===== config.mk =====
export PLATFORM = sky130hd
export DESIGN_NAME = dense_classifier_flat
export DESIGN_NICKNAME = d
export VERILOG_FILES = /design/src/rtl/dense_classifier_if.sv /design/src/rtl/dense_classifier.sv /design/src/flat_wrapper.sv
export SDC_FILE = /design/constraint.sdc
export NUM_CORES = 1
export LEC_CHECK = 0
export ABC_AREA = 0
export CELL_PAD_IN_SITES_DETAIL_PLACEMENT = 0
export CELL_PAD_IN_SITES_GLOBAL_PLACEMENT = 2
export CORE_MARGIN = 5
export CORE_UTILIZATION = 46
export CTS_BUF_LIST = sky130_fd_sc_hd__clkbuf_4 sky130_fd_sc_hd__clkbuf_8
export CTS_CLUSTER_DIAMETER = 80
export CTS_CLUSTER_SIZE = 12
export DETAILED_ROUTE_END_ITERATION = 6
export PLACE_DENSITY = 0.74
export SKIP_CTS_REPAIR_TIMING = 1
export SYNTH_ARGS = -nofsm -noshare
export SYNTH_HDL_FRONTEND = slang
export SYNTH_SLANG_ARGS = --single-unit

===== constraint.sdc =====
create_clock -name clk -period 7.2 [get_ports clk]
set_clock_uncertainty 0.05 [all_clocks]
set_input_delay 0.72 -clock clk [delete_from_list [all_inputs] [get_ports clk]]
set_output_delay 0.72 -clock clk [all_outputs]
set_load 0.05 [all_outputs]

===== src/rtl/dense_classifier_if.sv =====
// Host/ROM-side bus of the dense classifier: frame control, pooled-feature
// stream, weight ROM port and result outputs.
interface dense_classifier_if;
  logic        start;
  logic        valid_in;
  logic [7:0]  in1, in2, in3, in4, in5, in6, in7, in8;
  logic [9:0]  w_addr;
  logic [7:0]  w_data;
  logic        busy;
  logic        done;
  logic [2:0]  class_out;
  logic [15:0] score_out;

  modport master (
    output start, valid_in, in1, in2, in3, in4, in5, in6, in7, in8, w_data,
    input  w_addr, busy, done, class_out, score_out
  );

  modport slave (
    input  start, valid_in, in1, in2, in3, in4, in5, in6, in7, in8, w_data,
    output w_addr, busy, done, class_out, score_out
  );
endinterface


===== src/rtl/dense_classifier.sv =====
// Fully-connected classifier head: buffers one pooled frame, runs one MAC per
// cycle against the weight ROM for every class and reports the arg-max class.
module dense_classifier #(
  parameter int NFEAT  = 160,
  parameter int NCLASS = 5,
  parameter int ACCW   = 24
) (
  input logic               clk,
  input logic               rst,
  dense_classifier_if.slave bus
);
  localparam int NCH  = 8;
  localparam int NPOS = NFEAT / NCH;
  localparam int PW   = $clog2(NPOS);
  localparam int FW   = $clog2(NFEAT);

  typedef enum logic [2:0] {IDLE, LOAD, CALC, DRAIN, CMP, DONE} state_t;
  state_t state, nxt;

  logic [PW-1:0]          pos;
  logic [FW-1:0]          fcnt, f_d;
  logic [2:0]             cls, best_cls;
  logic [1:0]             vld_pipe;
  logic signed [ACCW-1:0] acc, sum;
  logic signed [15:0]     score, best_score, sat;
  logic signed [16:0]     wext, fext, prod;
  logic [NCH-1:0][7:0]    chan;
  logic [7:0]             feat [NFEAT];
  logic                   better;

  assign chan = {bus.in8, bus.in7, bus.in6, bus.in5,
                 bus.in4, bus.in3, bus.in2, bus.in1};

  always_ff @(posedge clk) begin
    if (rst) state <= IDLE;
    else     state <= nxt;
  end

  always_comb begin
    nxt = state;
    case (state)
      IDLE:    if (bus.start) nxt = LOAD;
      LOAD:    if (bus.valid_in && pos == PW'(NPOS-1)) nxt = CALC;
      CALC:    if (fcnt == FW'(NFEAT-1)) nxt = DRAIN;
      DRAIN:   nxt = CMP;
      CMP:     nxt = (cls == 3'(NCLASS-1)) ? DONE : CALC;
      DONE:    nxt = IDLE;
      default: nxt = IDLE;
    endcase
  end

  always_comb begin
    bus.busy   = (state != IDLE);
    bus.done   = (state == DONE);
    bus.w_addr = '0;
    if (state == CALC) bus.w_addr = 10'(cls) * 10'(NFEAT) + 10'(fcnt);
  end

  // Product lines up with w_data, which arrives one cycle after its address.
  assign wext = 17'($signed(bus.w_data));
  assign fext = {9'b0, feat[f_d]};
  assign prod = wext * fext;
  assign sum  = acc + ACCW'(prod);

  always_comb begin
    if (sum > ACCW'(32767))       sat = 16'sh7fff;
    else if (sum < ACCW'(-32768)) sat = -16'sh8000;
    else                          sat = sum[15:0];
  end

  assign better = (cls == 3'd0) || (score > best_score);

  always_ff @(posedge clk) begin
    if (rst) begin
      pos           <= '0;
      fcnt          <= '0;
      f_d           <= '0;
      cls           <= '0;
      vld_pipe      <= '0;
      acc           <= '0;
      score         <= '0;
      best_score    <= '0;
      best_cls      <= '0;
      bus.class_out <= '0;
      bus.score_out <= '0;
    end else begin
      // [0]: address issued this cycle, [1]: its product is on w_data now
      vld_pipe <= {vld_pipe[0], nxt == CALC};
      acc      <= vld_pipe[1] ? sum : '0;
      if (vld_pipe[1] && !vld_pipe[0]) score <= sat;
      f_d  <= fcnt;
      fcnt <= (state == CALC && fcnt != FW'(NFEAT-1)) ? fcnt + FW'(1) : '0;

      if (state == LOAD && bus.valid_in)
        pos <= (pos == PW'(NPOS-1)) ? '0 : pos + PW'(1);
      else if (state == IDLE)
        pos <= '0;

      if (state == LOAD) cls <= '0;
      if (state == CMP) begin
        cls <= cls + 3'd1;
        if (better) begin
          best_score <= score;
          best_cls   <= cls;
        end
        if (cls == 3'(NCLASS-1)) begin
          bus.class_out <= better ? cls : best_cls;
          bus.score_out <= better ? score : best_score;
        end
      end
    end
  end

  // Every frame rewrites all entries before CALC, so no reset is needed.
  always_ff @(posedge clk) begin
    if (state == LOAD && bus.valid_in)
      for (int k = 0; k < NCH; k++) feat[int'(pos)*NCH + k] <= chan[k];
  end
endmodule


===== src/flat_wrapper.sv =====
// flat-port wrapper written by rule: the top's interface ports become plain ports
module dense_classifier_flat 
#(
  parameter int NFEAT  = 160,
  parameter int NCLASS = 5,
  parameter int ACCW   = 24
)
  (clk, rst, bus_start, bus_valid_in, bus_in1, bus_in2, bus_in3, bus_in4, bus_in5, bus_in6, bus_in7, bus_in8, bus_w_data, bus_w_addr, bus_busy, bus_done, bus_class_out, bus_score_out);
  dense_classifier_if bus_i ();
  input logic clk;
  input logic rst;
  input wire logic [$bits(bus_i.start)-1:0] bus_start;
  input wire logic [$bits(bus_i.valid_in)-1:0] bus_valid_in;
  input wire logic [$bits(bus_i.in1)-1:0] bus_in1;
  input wire logic [$bits(bus_i.in2)-1:0] bus_in2;
  input wire logic [$bits(bus_i.in3)-1:0] bus_in3;
  input wire logic [$bits(bus_i.in4)-1:0] bus_in4;
  input wire logic [$bits(bus_i.in5)-1:0] bus_in5;
  input wire logic [$bits(bus_i.in6)-1:0] bus_in6;
  input wire logic [$bits(bus_i.in7)-1:0] bus_in7;
  input wire logic [$bits(bus_i.in8)-1:0] bus_in8;
  input wire logic [$bits(bus_i.w_data)-1:0] bus_w_data;
  output wire logic [$bits(bus_i.w_addr)-1:0] bus_w_addr;
  output wire logic [$bits(bus_i.busy)-1:0] bus_busy;
  output wire logic [$bits(bus_i.done)-1:0] bus_done;
  output wire logic [$bits(bus_i.class_out)-1:0] bus_class_out;
  output wire logic [$bits(bus_i.score_out)-1:0] bus_score_out;
  assign bus_i.start = bus_start;
  assign bus_i.valid_in = bus_valid_in;
  assign bus_i.in1 = bus_in1;
  assign bus_i.in2 = bus_in2;
  assign bus_i.in3 = bus_in3;
  assign bus_i.in4 = bus_in4;
  assign bus_i.in5 = bus_in5;
  assign bus_i.in6 = bus_in6;
  assign bus_i.in7 = bus_in7;
  assign bus_i.in8 = bus_in8;
  assign bus_i.w_data = bus_w_data;
  assign bus_w_addr = bus_i.w_addr;
  assign bus_busy = bus_i.busy;
  assign bus_done = bus_i.done;
  assign bus_class_out = bus_i.class_out;
  assign bus_score_out = bus_i.score_out;
  dense_classifier #(.NFEAT(NFEAT), .NCLASS(NCLASS), .ACCW(ACCW)) u_core (.clk(clk), .rst(rst), .bus(bus_i));
endmodule

**After elaboration in Yosys (flattened, before gate mapping)**

Memories as Yosys holds them, arrays and structs flattened. A register that Yosys moved wholly into a read port is not among the register bits.
Cells that the tools add are included.

- Flip-flop bits (word level): 99
- Bits in latches: 0
- RAM bits: 1280
- Bits in read-only memories: 0
- Bits of input ports: 76
- Output and inout port bits: 31
- Memories kept: 1

Memories:

| memory | words | bits a word | read ports | clocked after memory_dff | wr ports | line | source |
|---|---|---|---|---|---|---|---|
| u_core.feat | 160 | 8 | 1 | 1 | 8 | dense_classifier.sv:28 | `logic [7:0] feat [NFEAT];` |

- Add/subtract/negate cells: 12
- Multipliers: 2
- Divide/modulo/power cells: 0
- Magnitude comparators: 3
- Equality and inequality tests: 10
- Shift operators: 0
- Muxes and demuxes: 18
- Bitwise operators: 2
- Reduce and logical (&&, ||, !) cells: 14

Operators by type and width:

| kind | number |
|---|---|
| $mux 16 | 3 |
| $add 8x3->8 const B | 4 |
| $add 24x17->24 | 1 |
| $gt 24x16->1 const B | 1 |
| $lt 24x16->1 const B | 1 |
| $mux 3 | 7 |
| $mul 8x9->17 | 1 |
| $add 8x1->8 const B | 2 |
| $add 8x2->8 const B | 2 |
| $gt 16x16->1 | 1 |
| $mux 5 | 3 |
| $pmux 3 s5 | 1 |
| $add 10x8->10 | 1 |
| $mux 10 | 1 |
| $eq 3x2->1 const B | 3 |
| $eq 3x3->1 const B | 3 |
| $eq 8x8->1 const B | 1 |
| $mux 8 | 1 |
| $ne 8x8->1 const B | 1 |
| $logic_not 3->1 | 2 |
| $add 5x1->5 const B | 1 |
| $eq 5x5->1 const B | 1 |
| $mul 3x3->5 const B | 1 |
| $logic_and 1x1->1 | 4 |
| 10 further kinds | 14 |

**Depth between registers and ports, before layout**

Gate-level depths: netlist (run 1).

- Depth in word-level cells: 5
- Depth in mapped cells: 31
- Mapped depth without buffers: 26

**Least setup slack after synthesis (run 1)**

OpenSTA, ideal clock, no wires.

- Path kind: flip-flop to flip-flop
- From: register (tool-made name)
- To: register u_core.score[10]
- Library setup time: 132 ps
- Arrival time: 7521 ps
- Required time: 7018 ps
- Setup slack: -503 ps
- Cell stages (with the launch flop): 26
- Buffers on the path: 4
- Cells stage by stage: dfxtp_1 -> clkbuf_1 -> clkbuf_1 -> clkbuf_1 -> mux4_2 -> mux4_2 -> mux4_2 -> o22ai_1 -> a21oi_1 -> nand2_1 -> fa_1 -> fa_1 -> inv_1 -> fa_1 -> fa_1 -> fa_1 -> ha_1 -> and4_1 -> o21ai_0 -> o21a_1 -> nor2_1 -> o31ai_1 -> nand4_1 -> o31ai_4 -> buf_2 -> o32ai_1

RTL lines:

| element | line | source |
|---|---|---|
| end signal: assignment | dense_classifier.sv:90 | `if (vld_pipe[1] && !vld_pipe[0]) score <= sat;` |
| end: declaration | dense_classifier.sv:25 | `logic signed [15:0] score, best_score, sat;` |

==> results of run 1 <==
## registers in the layout (all words and copies together) (netlist names), named ones only
signal                count
u_core.bus.score_out     16
u_core.fcnt               8
u_core.best_score        16
u_core.score             16
u_core.acc               24
u_core.best_cls           3
u_core.vld_pipe           2
u_core.cls                3
u_core.feat            1280
u_core.pos                5
u_core.state              3
u_core.bus.class_out      3
## cell usage after synthesis (7+ instances only)
| cell type | count | area share (%) |
|---|---|---|
| a211oi_1 | 25 | 0.33 |
| a21o_1 | 17 | 0.23 |
| a21oi_1 | 39 | 0.34 |
| and2_1 | 48 | 0.53 |
| buf_1 | 12 | 0.080 |
| buf_2 | 33 | 0.29 |
| buf_4 | 8 | 0.11 |
| clkbuf_1 | 72 | 0.48 |
| dfxtp_1 | 107 | 3.8 |
| edfxtp_1 | 1280 | 68 |
| fa_1 | 53 | 1.9 |
| ha_1 | 101 | 2.2 |
| inv_1 | 96 | 0.64 |
| mux2i_1 | 45 | 0.80 |
| mux4_2 | 416 | 17 |
| nand2_1 | 58 | 0.38 |
| nand2b_1 | 11 | 0.12 |
| nand3_1 | 17 | 0.15 |
| nand4_1 | 7 | 0.077 |
| nor2_1 | 127 | 0.84 |
| nor2b_1 | 16 | 0.18 |
| nor3_1 | 20 | 0.18 |
| nor3b_1 | 7 | 0.093 |
| o21ai_0 | 18 | 0.16 |
| o22ai_1 | 10 | 0.11 |
| o32ai_1 | 14 | 0.22 |
| or3_1 | 10 | 0.11 |
| xnor2_1 | 12 | 0.19 |
| xor2_1 | 16 | 0.25 |
## layout make-up
type	instances	area (um^2)
inverters	97	364
repair buffers	315	3400
diodes	2	5.00
multi-input cells	1138	15700
well taps	1625	2030
fillers	9410	57800
clock inverters	15	153
flip-flops and latches	1387	40600
clock buffers	152	2010
## metal layers
layer | wire length, um | part of all wire, %
met5 | 27 | 0.021
met4 | 2180 | 1.7
met3 | 7090 | 5.6
met2 | 64900 | 51
met1 | 53400 | 42
## worst paths after layout
check             depth (start not counted)  slack [ps]                           from                                end
setup / recovery                         26        -610                      flip-flop       u_core.score[1]$_SDFFE_PP0P_
hold / removal                            2         270                            rst  u_core.best_score[1]$_SDFFE_PP0P_
setup reg to reg                         26        -610                      flip-flop       u_core.score[1]$_SDFFE_PP0P_
hold reg to reg                           1         420  u_core.vld_pipe[0]$_SDFF_PP0_      u_core.vld_pipe[1]$_SDFF_PP0_
## cell families after synthesis
kind of cell | count (synthesis) | share of synthesized area, %
compound gates | 151 | 1.79
xor+xnor | 28 | 0.433
fa+ha+maj | 154 | 4.11
buf+inv | 225 | 1.66
flops | 1387 | 71.7
mux | 461 | 17.3
simple gates | 344 | 2.96
## per-stage QoR
step	worst slack [ps]	power [mW]
global placement	-721	9.99
finish	-613	14.3
floorplan	12.7	9.49
CTS	-711	14.4
detailed placement	-699	9.99
global route	-853	14.9
## power groups by stage
stage | sequential (mW) | combinational [mW] | clock (mW)
6_report | 8.81 | 1.12 | 4.40
5_1_grt | 8.81 | 1.23 | 4.90
4_1_cts | 8.81 | 1.01 | 4.56
3_5_place_dp | 8.99 | 1.00 | 0
3_3_place_gp | 8.99 | 1.00 | 0
2_1_floorplan | 8.99 | 0.502 | 0
## worst register-to-register path, stage by stage (launching register included)
cell and delay [ps]:
dfxtp_4 400, buf_12 160, buf_12 120, clkbuf_16 170, buf_12 140, mux4_2 490, mux4_2 490, mux4_2 560
o22ai_4 210, a21oi_4 110, and2_4 220, fa_2 340, fa_1 520, fa_1 520, fa_1 570, fa_1 450
ha_4 250, o211ai_1 250, a21oi_4 70, o22ai_4 210, o21ai_4 110, or4_4 500, nand3_2 90, nand2_1 90
o31ai_4 320, clkbuf_16 220, o32ai_1 80
==> out/metrics.yaml, run 1 <==
logic_synthesis:
  ys_ff_latch: 1387
  synthesis.area_um2: 56600
  ys_seq_area_share_pct: 71.7
  syn_inst: 2750
  synth_nets: 2980
  avgSynthCellArea_um2: 20.6
  yosys_warnings: 0
  synthDistinctLibCells: 54
  async_flop_share_pct: 0
  synth_flop_cell: "edfxtp_1"
  synth_edf_count: 1280
sta:
  setup_ws_ps: -613
  finalHoldViolCount: 0
  min_period_ps: 7810
  setup_tns_ps: -9160
  period_share_pct: 109
  tightest_slew_ps: 1390
  timing.slew.headroom_pct: 7.28
  setup_viol: 21
  max_freq_mhz: 128
  slew_violations: 0
  whs_ps: 271
  rsz0062_at_grt: "true"
global_route:
  gr-usage-met1_pct: 26.7
  grt_use_met2_pct: 33.3
  grt_pass1_wl_mm: 190
  antenna_found_initial: 4
  grt_pass1_vias: 29201
  grt_max_degree: 67
  grt.met3_usage_pct: 3.43
  grt-ovfl-total: 0
  grtUsageTotal_pct: 19.5
  top_usage_layer: "met2"
power_and_ir_drop:
  powerDensity_nw_per_um2: 223
  p_leak_nw: 20.3
  p_int_mw: 11.1
  p_sw_mw: 3.19
  vdd_drop_max_mv: 0.167
  seq_power_share_pct: 61.5
  swShare_pct: 22.3
  clock_power_share_pct: 30.7
  comb_power_share_pct: 7.8
detailed_routing:
  route.antenna.remaining_nets: 0
  drc: 0
  via_per_inst: 5.78
  drt_wl_total_mm: 128
  wl_per_cell_um: 27.0
  drt_pass1_iterations: 5
  vias: 27358
  drtIter0Drc: 2341
setup_path:
  cp_max_fo: 8
  worstSetupEndpointType: "flip-flop"
  cp_slowest_cell: "mux4_2"
  worst-setup-path-type: "flip-flop to flip-flop"
  arrival_ps: 8450
  start_kind: "flip-flop"
  critPathTopFamily: "adder cells"
  required_ps: 7830
  max_stage_delay_ps: 560
  cp_num_buf_inv: 5
  crit_top_cell: "fa_1"
final_layout:
  fin_area_um2: 64300
  area_growth_pct: 13.6
  finish.utilization_pct: 52.7
  layout_commonest_cell: "edfxtp_1"
  layout_common_cells: "1280 x edfxtp_1, 416 x mux4_2, 139 x clkbuf_8, 139 x buf_4"
  nNetsFinal: 3304
  final_cells: 4731
  drive_gt1_share_pct: 29.1
run:
  cap_violations: 0
clock_network:
  numClockSinks: 1387
  clk_path_buf_depth: 3
  clk_latency_ps: 830
  h-tree-depth: 4
  cts-root-buf: "clkbuf_8"
  cts_tree: "built"
  cts.reportedPaths.clkPinSlew_ps: 90
  cts_made_buffers: 135
die:
  die_h_um: 361
  core-area_um2: 122000
  die_w_um: 361
  io_pins: 107
  num_rows: 128
  start_util_pct: 46.4
  fp.dieArea_um2: 130000
placement:
  dp_cells: 4529
  placed_area_um2: 61200
  io_buffers: 106
  gp_congestion: 0.785
  detailed_place_hpwl_mm: 75.5
worst_hold_path:
  hold_class: "input port to flip-flop"
run_status:
  outcome: "complete, but fails checks"
  violations: "setup timing"
Power figures use the tool's default switching activity.
==> inputs of run 2 (changes only) <==
--- a/config.mk
+++ b/config.mk
@@ -6,6 +6,7 @@
 export NUM_CORES = 1
 export LEC_CHECK = 0
 export ABC_AREA = 0
+export CAP_MARGIN = 20
 export CELL_PAD_IN_SITES_DETAIL_PLACEMENT = 0
 export CELL_PAD_IN_SITES_GLOBAL_PLACEMENT = 2
 export CORE_MARGIN = 5
==> run 2 against run 1 <==
The run still ends with setup timing left. Final area increased by 0.12%. Sequential power is essentially flat. Clock-buffer cell count increased by 10. Sequential cell count did not move. Sequential share of layout area down 0.076 points. Die area is the same. Core utilization is 0.064 points higher. Critical endpoint is now u_core.score[3]$_SDFFE_PP0P_. Via count up 0.54%. Worst hold slack worse by 5.3 ps. Setup slack better by 74 ps. Non-clock buffer count decreased by 1. Critical path type unchanged.
==> out/metrics.yaml, run 2 (synthesized netlist as in run 1, its figures left out) <==
power_and_ir_drop:
  p_leak_nw: 20.3
  vdd_drop_max_mv: 0.173
  powerDensity_nw_per_um2: 223
global_route:
  grt_pass1_wl_mm: 190
  antenna_found_initial: 7
  grt_max_degree: 67
  grt_pass1_vias: 29096
  grt-ovfl-total: 0
  grtUsageTotal_pct: 19.6
clock_network:
  h-tree-depth: 4
  cts-root-buf: "clkbuf_8"
  cts_made_buffers: 135
  cts.reportedPaths.clkPinSlew_ps: 80
  cts_tree: "built"
  clk_path_buf_depth: 3
  clk_latency_ps: 840
  numClockSinks: 1387
die:
  num_rows: 128
  fp.dieArea_um2: 130000
  start_util_pct: 46.4
  core-area_um2: 122000
  die_h_um: 361
  io_pins: 107
  die_w_um: 361
setup_path:
  worstSetupEndpointType: "flip-flop"
  rr_worst_depth: 26
  crit_top_cell: "fa_1"
  worst-setup-path-type: "flip-flop to flip-flop"
  reg2reg_slack_ps: -540
  reg2reg_to: "u_core.score[3]$_SDFFE_PP0P_"
  critPathTopFamily: "adder cells"
  arrival_ps: 8390
  cp_max_fo: 15
  required_ps: 7850
  start_kind: "flip-flop"
  max_stage_delay_ps: 570
  cp_num_buf_inv: 5
  cp_slowest_cell: "fa_1"
detailed_routing:
  drc: 0
  route.antenna.remaining_nets: 0
  drt_wl_total_mm: 127
  wl_per_cell_um: 26.8
  drtIter0Drc: 2473
  drt_pass1_iterations: 5
  via_per_inst: 5.79
  vias: 27506
placement:
  gp_congestion: 0.785
  placed_area_um2: 61300
  dp_cells: 4535
  io_buffers: 106
  detailed_place_hpwl_mm: 76.0
sta:
  max_freq_mhz: 129
  min_period_ps: 7740
  period_share_pct: 107
  finalHoldViolCount: 0
  rsz0062_at_grt: "true"
  tightest_slew_ps: 1160
  slew_violations: 0
  setup_ws_ps: -539
  timing.slew.headroom_pct: 22.7
  setup_viol: 20
final_layout:
  fin_area_um2: 64400
  reg_top3: "u_core.feat x1280, u_core.acc x24"
  final_cells: 4748
  layout_common_cells: "1280 x edfxtp_1, 416 x mux4_2, 138 x clkbuf_8, 138 x buf_4, 109 x nor2_1"
  largest_register: "u_core.feat"
  regArea_um2: 40600
  multi_input_area_um2: 15600
  area_growth_pct: 13.7
  layout_commonest_cell: "edfxtp_1"
  nNetsFinal: 3303
  largest_reg_flops: 1280
  drive_gt1_share_pct: 29.0
  fill_cells: 9479
run_status:
  violations: "setup timing"
  outcome: "complete, but fails checks"
worst_hold_path:
  hp-start: "rst"
  min_path_cells: 2
  whs_endpoint: "u_core.state[2]$_SDFF_PP0_"
  hold_class: "input port to flip-flop"
run:
  cap_violations: 0
-- run 2: layout make-up --
class / count / share of cell area [%]
Antenna cell: 7 / 0.0272
Clock buffer: 162 / 3.23
Clock inverter: 18 / 0.257
Multi-Input combinational cell: 1138 / 24.3
Inverter: 97 / 0.566
Timing Repair Buffer: 314 / 5.38
Sequential cell: 1387 / 63.1
Tap cell: 1625 / 3.16
-- run 2: layer usage --
| layer | share of wire [%] | vias to the layer above | wire (um) | global-route usage (%) |
|---|---|---|---|---|
| met5 | 0.032 | - | 41 | 0 |
| met4 | 2.0 | 6 | 2540 | 5.12 |
| met2 | 50 | 829 | 64000 | 32.8 |
| met3 | 5.6 | 158 | 7190 | 3.76 |
| met1 | 42 | 14714 | 53500 | 26.7 |
| li1 | - | 11799 | - | - |
-- run 2: worst register-to-register path, cell delays in order (launching register included) --
cell and delay, ps:
dfxtp_4 520, buf_12 230, buf_12 160, mux4_2 510, mux4_2 510, mux4_2 540, o22ai_4 250, nor2_4 70
buf_6 130, nand2_2 60, fa_1 440, fa_1 490, inv_1 50, fa_1 500, fa_1 570, fa_1 450
ha_4 310, o211ai_1 90, a21oi_2 170, o22ai_2 140, o21ai_2 250, xor2_1 160, nor3b_1 220, nand4_1 170
o31ai_4 290, buf_12 180, o32ai_1 100
-- run 2: stage by stage --
stage	utilization (%)	hold slack [ps]	TNS, ps	power (mW)	setup WS, ps
floorplan	-	389	0	9.49	12.7
global placement	50.1	410	-12540	9.99	-721
CTS	52.1	172	-11970	14.5	-720
global route	52.7	215	-13530	15.0	-787
finish	52.7	266	-8020	14.4	-539
detailed placement	50.3	409	-12120	10.0	-708
-- run 2: worst max-delay path by stage --
stage / start / to / depth (start not counted)
finish: flip-flop / u_core.score[3]$_SDFFE_PP0P_ / 26
CTS: flip-flop / u_core.score[3]$_SDFFE_PP0P_ / 23
detailed placement: flip-flop / u_core.score[3]$_SDFFE_PP0P_ / 23
global placement: flip-flop / u_core.score[0]$_SDFFE_PP0P_ / 25
global route: flip-flop / u_core.score[2]$_SDFFE_PP0P_ / 26
floorplan: flip-flop / u_core.score[10]$_SDFFE_PP0P_ / 27
-- run 2: report_power, final --
part           switching (mW)  internal, mW
clock                    2.57          1.89
sequential            0.00669          8.80
combinational           0.601         0.500
total                    3.18          11.2
==> inputs of run 3 (changes only) <==
--- a/config.mk
+++ b/config.mk
@@ -15,6 +15,7 @@
 export CTS_CLUSTER_DIAMETER = 80
 export CTS_CLUSTER_SIZE = 12
 export DETAILED_ROUTE_END_ITERATION = 6
+export GPL_ROUTABILITY_DRIVEN = 0
 export PLACE_DENSITY = 0.74
 export SKIP_CTS_REPAIR_TIMING = 1
 export SYNTH_ARGS = -nofsm -noshare
==> results of run 3 <==
No change in the layout: final DEF, timing and power equal those of run 2.
